==> config.mk <==
export PLATFORM = sky130hd
export DESIGN_NAME = hit_capture_reg
export DESIGN_NICKNAME = d
export VERILOG_FILES = /design/src/rtl/hit_reg_pkg.sv /design/src/rtl/hit_chan.sv /design/src/rtl/hit_capture_reg.sv
export SDC_FILE = /design/constraint.sdc
export NUM_CORES = 1
export LEC_CHECK = 0
export CAP_MARGIN = 0
export CELL_PAD_IN_SITES_DETAIL_PLACEMENT = 2
export CELL_PAD_IN_SITES_GLOBAL_PLACEMENT = 2
export CORE_MARGIN = 4
export CORE_UTILIZATION = 32
export DETAILED_ROUTE_END_ITERATION = 7
export GPL_TIMING_DRIVEN = 0
export PLACE_DENSITY = 0.84
export SYNTH_ARGS = -nofsm -noshare
export SYNTH_HDL_FRONTEND = slang
export SYNTH_HIERARCHICAL = 1
export SYNTH_SLANG_ARGS = --single-unit
==> constraint.sdc <==
create_clock -name clk -period 1.4 [get_ports clk]
set_input_delay 0.14 -clock clk [delete_from_list [all_inputs] [get_ports clk]]
set_output_delay 0.14 -clock clk [all_outputs]
set_load 0.005 [all_outputs]
==> src/rtl/hit_reg_pkg.sv <==
// Shared types and helpers for the hit capture register and its per-channel slice.
package hit_reg_pkg;
  typedef enum logic [1:0] {
    EDGE_RISE  = 2'b00,
    EDGE_FALL  = 2'b01,
    EDGE_BOTH  = 2'b10,
    EDGE_LEVEL = 2'b11
  } edge_mode_t;

  typedef enum logic {
    RD_IDLE  = 1'b0,
    RD_VALID = 1'b1
  } rd_state_t;

  function automatic int hold_w(input int hold_cycles);
    return $clog2(hold_cycles + 1);
  endfunction
endpackage

==> src/rtl/hit_chan.sv <==
// One hit channel: input synchroniser, edge detect, latched Q with hold timer, sticky pile-up.
module hit_chan
  import hit_reg_pkg::*;
#(
  parameter int SYNC_STAGES = 2,
  parameter int HOLD_CYCLES = 4
) (
  input  logic       clk,
  input  logic       rst_n,
  input  logic       hit,
  input  logic       mask,
  input  edge_mode_t edge_mode,
  input  logic       auto_clr,
  input  logic       clr,
  input  logic       snap_clr,
  output logic       q,
  output logic       pileup
);
  localparam int            CW       = hold_w(HOLD_CYCLES);
  localparam logic [CW-1:0] CNT_LOAD = CW'(HOLD_CYCLES - 1);

  logic [SYNC_STAGES-1:0] sync;
  logic                   h, s, ev_raw, ev, expire, clear;
  logic [CW-1:0]          cnt;

  assign s = sync[SYNC_STAGES-1];

  always_comb begin
    case (edge_mode)
      EDGE_RISE: ev_raw = s & ~h;
      EDGE_FALL: ev_raw = ~s & h;
      EDGE_BOTH: ev_raw = s ^ h;
      default:   ev_raw = s;
    endcase
  end

  assign ev     = ev_raw & mask;
  assign expire = auto_clr & q & (cnt == '0);
  assign clear  = clr | expire | snap_clr;

  // A set always wins over any clear so a hit landing on a clear is never dropped.
  always_ff @(posedge clk or negedge rst_n) begin
    if (!rst_n) begin
      sync   <= '0;
      h      <= 1'b0;
      q      <= 1'b0;
      pileup <= 1'b0;
      cnt    <= '0;
    end else begin
      sync   <= {sync[SYNC_STAGES-2:0], hit};
      h      <= s;
      q      <= ev | (q & ~clear);
      pileup <= (ev & q & ~clear) | (pileup & ~clr);
      if (ev)                   cnt <= CNT_LOAD;
      else if (q && cnt != '0)  cnt <= cnt - 1'b1;
    end
  end
endmodule

==> src/rtl/hit_capture_reg.sv <==
// Multi-channel hit latch with req/ack snapshot readout and optional clear-on-read.
module hit_capture_reg
  import hit_reg_pkg::*;
#(
  parameter int WIDTH       = 48,
  parameter int SYNC_STAGES = 2,
  parameter int HOLD_CYCLES = 4,
  parameter int CLR_ON_READ = 1
) (
  input  logic             clk,
  input  logic             rst_n,
  input  logic [WIDTH-1:0] hit_in,
  input  logic [WIDTH-1:0] mask,
  input  logic [1:0]       edge_mode,
  input  logic             auto_clr,
  input  logic [WIDTH-1:0] clr,
  input  logic             rd_req,
  input  logic             rd_ack,
  output logic [WIDTH-1:0] Q,
  output logic [WIDTH-1:0] pileup,
  output logic             any_hit,
  output logic             rd_valid,
  output logic [WIDTH-1:0] rd_data
);
  rd_state_t        state;
  logic             rd_take;
  logic [WIDTH-1:0] snap_clr;
  edge_mode_t       mode;

  assign mode     = edge_mode_t'(edge_mode);
  assign rd_take  = (state == RD_IDLE) & rd_req;
  assign snap_clr = {WIDTH{rd_take && (CLR_ON_READ != 0)}} & Q;
  assign any_hit  = |Q;

  for (genvar i = 0; i < WIDTH; i++) begin : g_chan
    hit_chan #(
      .SYNC_STAGES(SYNC_STAGES),
      .HOLD_CYCLES(HOLD_CYCLES)
    ) u_chan (
      .clk      (clk),
      .rst_n    (rst_n),
      .hit      (hit_in[i]),
      .mask     (mask[i]),
      .edge_mode(mode),
      .auto_clr (auto_clr),
      .clr      (clr[i]),
      .snap_clr (snap_clr[i]),
      .q        (Q[i]),
      .pileup   (pileup[i])
    );
  end

  always_ff @(posedge clk or negedge rst_n) begin
    if (!rst_n) begin
      state    <= RD_IDLE;
      rd_valid <= 1'b0;
      rd_data  <= '0;
    end else begin
      case (state)
        RD_IDLE: if (rd_req) begin
          state    <= RD_VALID;
          rd_valid <= 1'b1;
          rd_data  <= Q;
        end
        RD_VALID: if (rd_ack) begin
          state    <= RD_IDLE;
          rd_valid <= 1'b0;
        end
        default: state <= RD_IDLE;
      endcase
    end
  end
endmodule

# Yosys cells after proc, flatten, opt, wreduce, memory -nomap -nowiden
# Index checks and enable logic that the tools add are counted.
word_totals:
  regBits: 434
  inputBits: 151
  word_cells: 1508
op_classes:
  addsub: 48
  n_eq_ne: 4
  muxes: 150
  bitwise: 867
  n_reduce_logical: 196
ops:
  columns: ["op", "n"]
  rows:
  - ["AND 1 bit", 433]
  - ["2-to-1 mux 3 bit", 96]
  - ["NOT 1 bit", 193]
  - ["bitwise OR 1 bit", 192]
  - ["zero test 3 bit", 48]
  - ["case mux 1 bit (3 select lines)", 48]
  - ["nonzero test 3 bit", 48]
  - ["subtractor 3 x 1 -> 3 bit (second input constant)", 48]
  - ["nonzero test 2 bit", 48]
  - ["AND 48 bit", 1]
  - ["logical AND 1 bit", 48]
  - ["OR reduction 48 bit", 1]
  - ["bitwise XOR 1 bit", 48]
  - ["2-to-1 mux 1 bit", 4]
  - ["!= test 2 bit (second input constant)", 2]
  - ["case mux 1 bit (2 select lines)", 2]
  - ["AND reduction 2 bit", 2]
  - ["== test 2 x 1 -> 1 bit (second input constant)", 1]
  - ["== test 2 bit (second input constant)", 1]
  - ["zero test 2 bit", 1]

# Depth between registers and ports, before layout
depth:
  word_depth: 7
  ltp_mapped: 8

# Cells and area by module
# The synthesis kept the hierarchy.
modules_own_cells:
  columns: ["module", "n_inst", "cells_each", "area_per_inst_um2", "seq_area_each_um2"]
  rows:
  - ["hit_chan", 48, 37, 386.6, 200.2]
  - ["hit_capture_reg", 1, 179, 2521.2, 1251.2]

# Worst setup path before layout
# Ideal clock, no wire load.
synth_timing:
  path_kind: "flip-flop to flip-flop"
  startpoint: "reg state"
  endpoint: "reg g_chan[21].u_chan.pileup"
  setup_time_ns: 0.083
  arrival_time_ns: 1.336
  t_required_ns: 1.317
  slack_ns: -0.018
  stages_incl_launch_ff: 9
  synth_period_minus_slack_ns: 1.418
  cell_sequence: "dfrtp_1 -> nor2b_2 -> buf_6 -> buf_6 -> buf_6 -> and2_2 -> a211oi_1 -> nand2_1 -> o22ai_1"
synth_between:
  elab_chain_len: 7
synth_rtl:
  columns: ["item", "line_no", "rtl"]
  rows:
  - ["start, declared", "hit_capture_reg.sv:25", "rd_state_t state;"]
  - ["start signal, assigned", "hit_capture_reg.sv:55", "state <= RD_IDLE;"]
  - ["start signal, assigned", "hit_capture_reg.sv:61", "state <= RD_VALID;"]
  - ["start signal, assigned", "hit_capture_reg.sv:66", "state <= RD_IDLE;"]
  - ["NOT 1 bit (no source line)", null, null]
  - ["AND 1 bit", "hit_capture_reg.sv:31", "assign rd_take = (state == RD_IDLE) & rd_req;"]
  - ["AND 48 bit", "hit_capture_reg.sv:32", "assign snap_clr = {WIDTH{rd_take && (CLR_ON_READ != 0)}} & Q;"]
  - ["net snap_clr[21]", "hit_capture_reg.sv:27", "logic [WIDTH-1:0] snap_clr;"]
  - ["bitwise OR 1 bit", "hit_chan.sv:39", "assign clear = clr | expire | snap_clr;"]
  - ["NOT 1 bit", "hit_chan.sv:53", "pileup <= (ev & q & ~clear) | (pileup & ~clr);"]
  - ["AND 1 bit", "hit_chan.sv:53", null]
  - ["bitwise OR 1 bit", "hit_chan.sv:53", null]
  - ["end signal, assigned", "hit_chan.sv:53", null]
  - ["end, declared", "hit_chan.sv:17", "output logic pileup"]
# The timed path passes the listed nets, and every way through them passes these cells.
# A chain may end at the register's enable or synchronous reset.

# Worst setup path in the final report
layout_timing:
  startpoint: "reg g_chan[17].u_chan.q"
  endpoint: "out any_hit"
layout_between:
  elab_chain_len: 1
layout_rtl:
  columns: ["item", "line_no", "rtl"]
  rows:
  - ["start, declared", "hit_chan.sv:16", "output logic q,"]
  - ["start signal, assigned", "hit_chan.sv:52", "q <= ev | (q & ~clear);"]
  - ["OR reduction 48 bit", "hit_capture_reg.sv:33", "assign any_hit = |Q;"]
  - ["end, declared", "hit_capture_reg.sv:21", "output logic any_hit,"]
# Every way passes these cells.

==> flow_summary.html <==
<table>
<tr><th>Metric</th><th>Value</th></tr>
<tr><th colspan="2">Power and ir drop</th></tr>
<tr><td>Switching share of power</td><td>35.64%</td></tr>
<tr><td>Net switching power</td><td>approximately 19 mW</td></tr>
<tr><td>Sequential Power Share</td><td>34.0%</td></tr>
<tr><td>Peak VDD IR</td><td>1331 µV</td></tr>
<tr><td>Standby leakage power</td><td>approximately 16 nW</td></tr>
<tr><td>Internal power</td><td>34.18 mW</td></tr>
<tr><td>Clock group share of total power</td><td>between 20 and 30%</td></tr>
<tr><td>Proportion of power drawn by combinational gates</td><td>between 30% and 40%</td></tr>
<tr><td>Total power consumption of the routed design</td><td>~53 mW</td></tr>
<tr><td>Power density over the cells</td><td>between 1500 and 2000 nW/µm²</td></tr>
<tr><th colspan="2">Setup path</th></tr>
<tr><td>Worst setup path class</td><td>reg2out</td></tr>
<tr><td>Sort of element at the end of the critical path</td><td>output port</td></tr>
<tr><td>Reg-to-reg critical path startpoint</td><td>state</td></tr>
<tr><td>Critical R2R Capture</td><td>g_chan[33].u_chan/pileup</td></tr>
<tr><td>Cell depth of the worst flop-to-flop path</td><td>9</td></tr>
<tr><td>Sort of element at the start of the critical path</td><td>register</td></tr>
<tr><td>Arrival time of the worst setup path</td><td>2.43 ns</td></tr>
<tr><td>Largest fanout of any net on the critical path</td><td>2</td></tr>
<tr><td>Flop2flop setup slack</td><td>-0.41 ns</td></tr>
<tr><td>Required time worst endpoint</td><td>1.26 ns</td></tr>
<tr><th colspan="2">STA</th></tr>
<tr><td>Setup-failing EPs final</td><td>between 300 and 400</td></tr>
<tr><td>Setup repair after global routing missed its margin</td><td>yes</td></tr>
<tr><td>Count of endpoints failing hold in the final timing report</td><td>100</td></tr>
<tr><td>Fraction of the cycle the final worst path needs</td><td>183.6%</td></tr>
<tr><td>Worst slew slack as a fraction of its limit</td><td>approximately 2.3%</td></tr>
<tr><td>Transition time at the pin with the least slew margin</td><td>1.466 ns</td></tr>
<tr><td>Setup WS post-layout</td><td>-1.170 ns</td></tr>
<tr><td>Final count of pins violating max slew</td><td>0</td></tr>
<tr><td>Sum of negative setup slack</td><td>-50.49 ns</td></tr>
<tr><td>Worst hold margin</td><td>-0.5186 ns</td></tr>
<tr><td>Peak clock frequency supported by timing</td><td>389.1 MHz</td></tr>
<tr><td>Setup clock skew after layout</td><td>0.01765 ns</td></tr>
<tr><td>Min Clock Period, post-route</td><td>around 2.6 ns</td></tr>
<tr><th colspan="2">Min path</th></tr>
<tr><td>Worst min-delay path category</td><td>in2async</td></tr>
<tr><th colspan="2">Logic synthesis</th></tr>
<tr><td>Total number of yosys warnings</td><td>6</td></tr>
<tr><td>#FFs+latches synth</td><td>roughly 430</td></tr>
<tr><td>Cell accounting for the most synthesized area</td><td>sky130_fd_sc_hd__dfrtp_1</td></tr>
<tr><td>Cell area after synthesis</td><td>21,080 µm²</td></tr>
<tr><td>Share of synthesized area occupied by flip-flops and latches</td><td>51.52%</td></tr>
<tr><td>Top-area cell type share of the netlist area</td><td>between 50% and 60%</td></tr>
<tr><td>Mapped Nets</td><td>about 2.3k</td></tr>
<tr><td>Avg Synthesized Cell Area</td><td>around 11 µm²</td></tr>
<tr><td>Syn Inst Count</td><td>~2.0k</td></tr>
<tr><td>Library cells used by synthesis</td><td>23</td></tr>
<tr><td>Most area-consuming cells after synthesis</td><td>sky130_fd_sc_hd__dfrtp_1 (52%), sky130_fd_sc_hd__ha_1 (11%), sky130_fd_sc_hd__inv_1 (6.9%)</td></tr>
<tr><th colspan="2">Clocking</th></tr>
<tr><td>Total number of H-tree levels</td><td>2</td></tr>
<tr><td>Clock Root Buffer</td><td>sky130_fd_sc_hd__clkbuf_16</td></tr>
<tr><td>TritonCTS clock tree</td><td>done</td></tr>
<tr><td>Clock Path Buffers</td><td>3</td></tr>
<tr><td>Total clock sinks</td><td>approximately 430</td></tr>
<tr><td>CTS buffer count</td><td>53</td></tr>
<tr><td>Clock slew at the register clock pins of the worst setup and hold paths</td><td>0.07 ns</td></tr>
<tr><td>Clock latency reported for the late side of the worst-skew pair</td><td>about 0.60 ns</td></tr>
<tr><th colspan="2">Die</th></tr>
<tr><td>Vertical die dimension</td><td>approximately 260 µm</td></tr>
<tr><td>Area of the die</td><td>about 70,000 µm²</td></tr>
<tr><td>Initial core utilization</td><td>about a third</td></tr>
<tr><td>Count of standard-cell rows</td><td>a little over 90</td></tr>
<tr><td>Core box area</td><td>between 60,000 and 70,000 µm²</td></tr>
<tr><td>Width of the chip</td><td>roughly 260 µm</td></tr>
<tr><td>Number of top-level pins</td><td>297</td></tr>
<tr><th colspan="2">Final layout</th></tr>
<tr><td>Most common cell after layout, fill and taps aside</td><td>sky130_fd_sc_hd__dfrtp_1</td></tr>
<tr><td>Area grow syn2layout</td><td>58.18%</td></tr>
<tr><td>Commonest cells after routing, fill and taps aside</td><td>sky130_fd_sc_hd__dfrtp_1 (377), sky130_fd_sc_hd__inv_1 (341), sky130_fd_sc_hd__nand2_1 (275), sky130_fd_sc_hd__buf_4 (171), sky130_fd_sc_hd__clkdlybuf4s50_1 (146)</td></tr>
<tr><td>Finished Cell Area</td><td>approximately 33,000 µm²</td></tr>
<tr><td>Number of nets in the finished design</td><td>between 2k and 3k</td></tr>
<tr><td>Fraction of final layout cells with drive strength greater than 1</td><td>roughly two fifths</td></tr>
<tr><td>Post-Layout Cell Count</td><td>~3.5k</td></tr>
<tr><td>Finished Core Util</td><td>51.44%</td></tr>
<tr><th colspan="2">Global routing</th></tr>
<tr><td>Overall global routing resource usage</td><td>between 20% and 30%</td></tr>
<tr><td>Pin count of the biggest net entering global routing</td><td>approximately 120</td></tr>
<tr><td>Number of global-route vias before repair</td><td>21.15k</td></tr>
<tr><td>Overflow left after global routing</td><td>0</td></tr>
<tr><td>Antenna violations before repair</td><td>12</td></tr>
<tr><td>First-pass GRT wire length</td><td>about 140,000 µm</td></tr>
<tr><th colspan="2">Status</th></tr>
<tr><td>Outcome</td><td>finished, violations left</td></tr>
<tr><td>Failing checks</td><td>negative hold slack, negative setup slack</td></tr>
<tr><th colspan="2">Drt</th></tr>
<tr><td>Average detailed-routed wire length per instance</td><td>29.89 µm</td></tr>
<tr><td>Remaining routing DRC violations</td><td>0</td></tr>
<tr><td>Final wirelength</td><td>105,600 µm</td></tr>
<tr><td>Initial DRC Count</td><td>roughly 990</td></tr>
<tr><td>Detailed-route vias per instance</td><td>5.101</td></tr>
<tr><td>Antenna Nets Post-Route</td><td>0</td></tr>
<tr><td>Drt pass-1 iters</td><td>5</td></tr>
<tr><td>Vias</td><td>about 18k</td></tr>
<tr><th colspan="2">Placement</th></tr>
<tr><td>Count of buffers from port buffering</td><td>between 200 and 300</td></tr>
<tr><td>Pre-CTS setup slack</td><td>-1.638 ns</td></tr>
<tr><td>Placed Instances</td><td>roughly 3.1k</td></tr>
<tr><td>Post-detail-place hpwl</td><td>approximately 46,000 µm</td></tr>
<tr><td>Gp weighted congestion</td><td>between 0.7 and 0.8</td></tr>
<tr><td>Cell area after placement</td><td>around 25,000 µm²</td></tr>
<tr><th colspan="2">Flow run</th></tr>
<tr><td># Max-Cap Violations</td><td>0</td></tr>
</table>
## sequential cells by signal, summed over array words and instances (netlist names)
register,flops
g_chan.u_chan/cnt,144
g_chan.u_chan/h,48
g_chan.u_chan/pileup,48
g_chan.u_chan/q,48
g_chan.u_chan/sync,96
rd_data,48
rd_valid,1
state,1
## synth_stat cells
cell type	number
sky130_fd_sc_hd__a211oi_1	48
sky130_fd_sc_hd__a21oi_1	1
sky130_fd_sc_hd__a31oi_2	48
sky130_fd_sc_hd__and2_1	47
sky130_fd_sc_hd__and2_2	1
sky130_fd_sc_hd__buf_6	11
sky130_fd_sc_hd__dfrtp_1	434
sky130_fd_sc_hd__ha_1	192
sky130_fd_sc_hd__inv_1	385
sky130_fd_sc_hd__mux2_2	2
sky130_fd_sc_hd__mux2_4	46
sky130_fd_sc_hd__mux2i_1	96
sky130_fd_sc_hd__nand2_1	336
sky130_fd_sc_hd__nand4_1	3
sky130_fd_sc_hd__nor2_1	50
sky130_fd_sc_hd__nor2b_1	48
sky130_fd_sc_hd__nor2b_2	1
sky130_fd_sc_hd__nor4_1	12
sky130_fd_sc_hd__o211a_1	48
sky130_fd_sc_hd__o21ai_0	48
sky130_fd_sc_hd__o22ai_1	49
sky130_fd_sc_hd__or3_1	1
sky130_fd_sc_hd__xnor2_1	48
## power by group through the flow
stage	Clock, mW	Combinational (mW)	Sequential (mW)
CTS	15.1	15.4	17.5
global route	16.2	21.1	18.3
detailed placement	0	11.7	17.8
finish	15.2	19.8	18.1
global placement	0	10.3	17.5
floorplan	0	6.86	17.2
## worst max-delay path, stage by stage (launching register included)
cell and delay, ns:
sky130_fd_sc_hd__dfrtp_2 0.46, sky130_fd_sc_hd__nor4_2 0.47, sky130_fd_sc_hd__nand4_1 0.33, sky130_fd_sc_hd__or3_1 0.41, sky130_fd_sc_hd__buf_2 0.16
## logic make-up (layout without fill, tap and decap cells)
logic type	Yosys count	after routing	synth area share [%]
compound gates	242	242	9.456
xor+xnor	48	48	1.994
other cells	0	10	0
flops	434	434	51.52
mux	144	144	7.942
simple gates	499	499	10.25
fa+ha+maj	192	192	11.40
buf+inv	396	1108	7.443
## layout make-up
cell class | instances | area [µm²]
antenna | 10 | 25.02
multi-input combinational | 1125 | 11610
fill | 6135 | 31470
clock inverter | 18 | 285.3
clock buffer | 77 | 1559
tap | 855 | 1070
timing repair buffer | 618 | 6193
inverter | 385 | 1450
sequential | 434 | 10930
buffer | 10 | 215.2
## how the worst max path moves through the flow
stage | depth (start not counted) | start | slack (ns) | to
after floorplan | 8 | state | 0.01 | g_chan[21].u_chan/pileup
after global placement | 1 | rst_n | -19.76 | g_chan[13].u_chan/cnt[0]
after detailed placement | 4 | g_chan[2].u_chan/q | -1.64 | any_hit
after CTS | 4 | g_chan[47].u_chan/q | -1.17 | any_hit
after global routing | 4 | g_chan[47].u_chan/q | -1.22 | any_hit
final | 4 | g_chan[17].u_chan/q | -1.17 | any_hit
## layer usage
layer | vias up | wire (µm) | GRT usage, %
li1 | 7669 | - | -
met1 | 9447 | 36580 | 26.75
met2 | 572 | 57790 | 49.92
met3 | 325 | 4449 | 4.956
met4 | 2 | 6756 | 12.01
met5 | - | 8 | 0
## repair_timing
action | in CTS | in global routing
setup buffers | 206 | 85
gates cloned | 9 | 1
hold buffers | 41 | 1
endpoints found under the hold margin | 137 | 97
pin swaps | 226 | 120
resized for setup | 992 | 374
setup endpoints to repair | 419 | 493
Power figures use the tool's default switching activity.
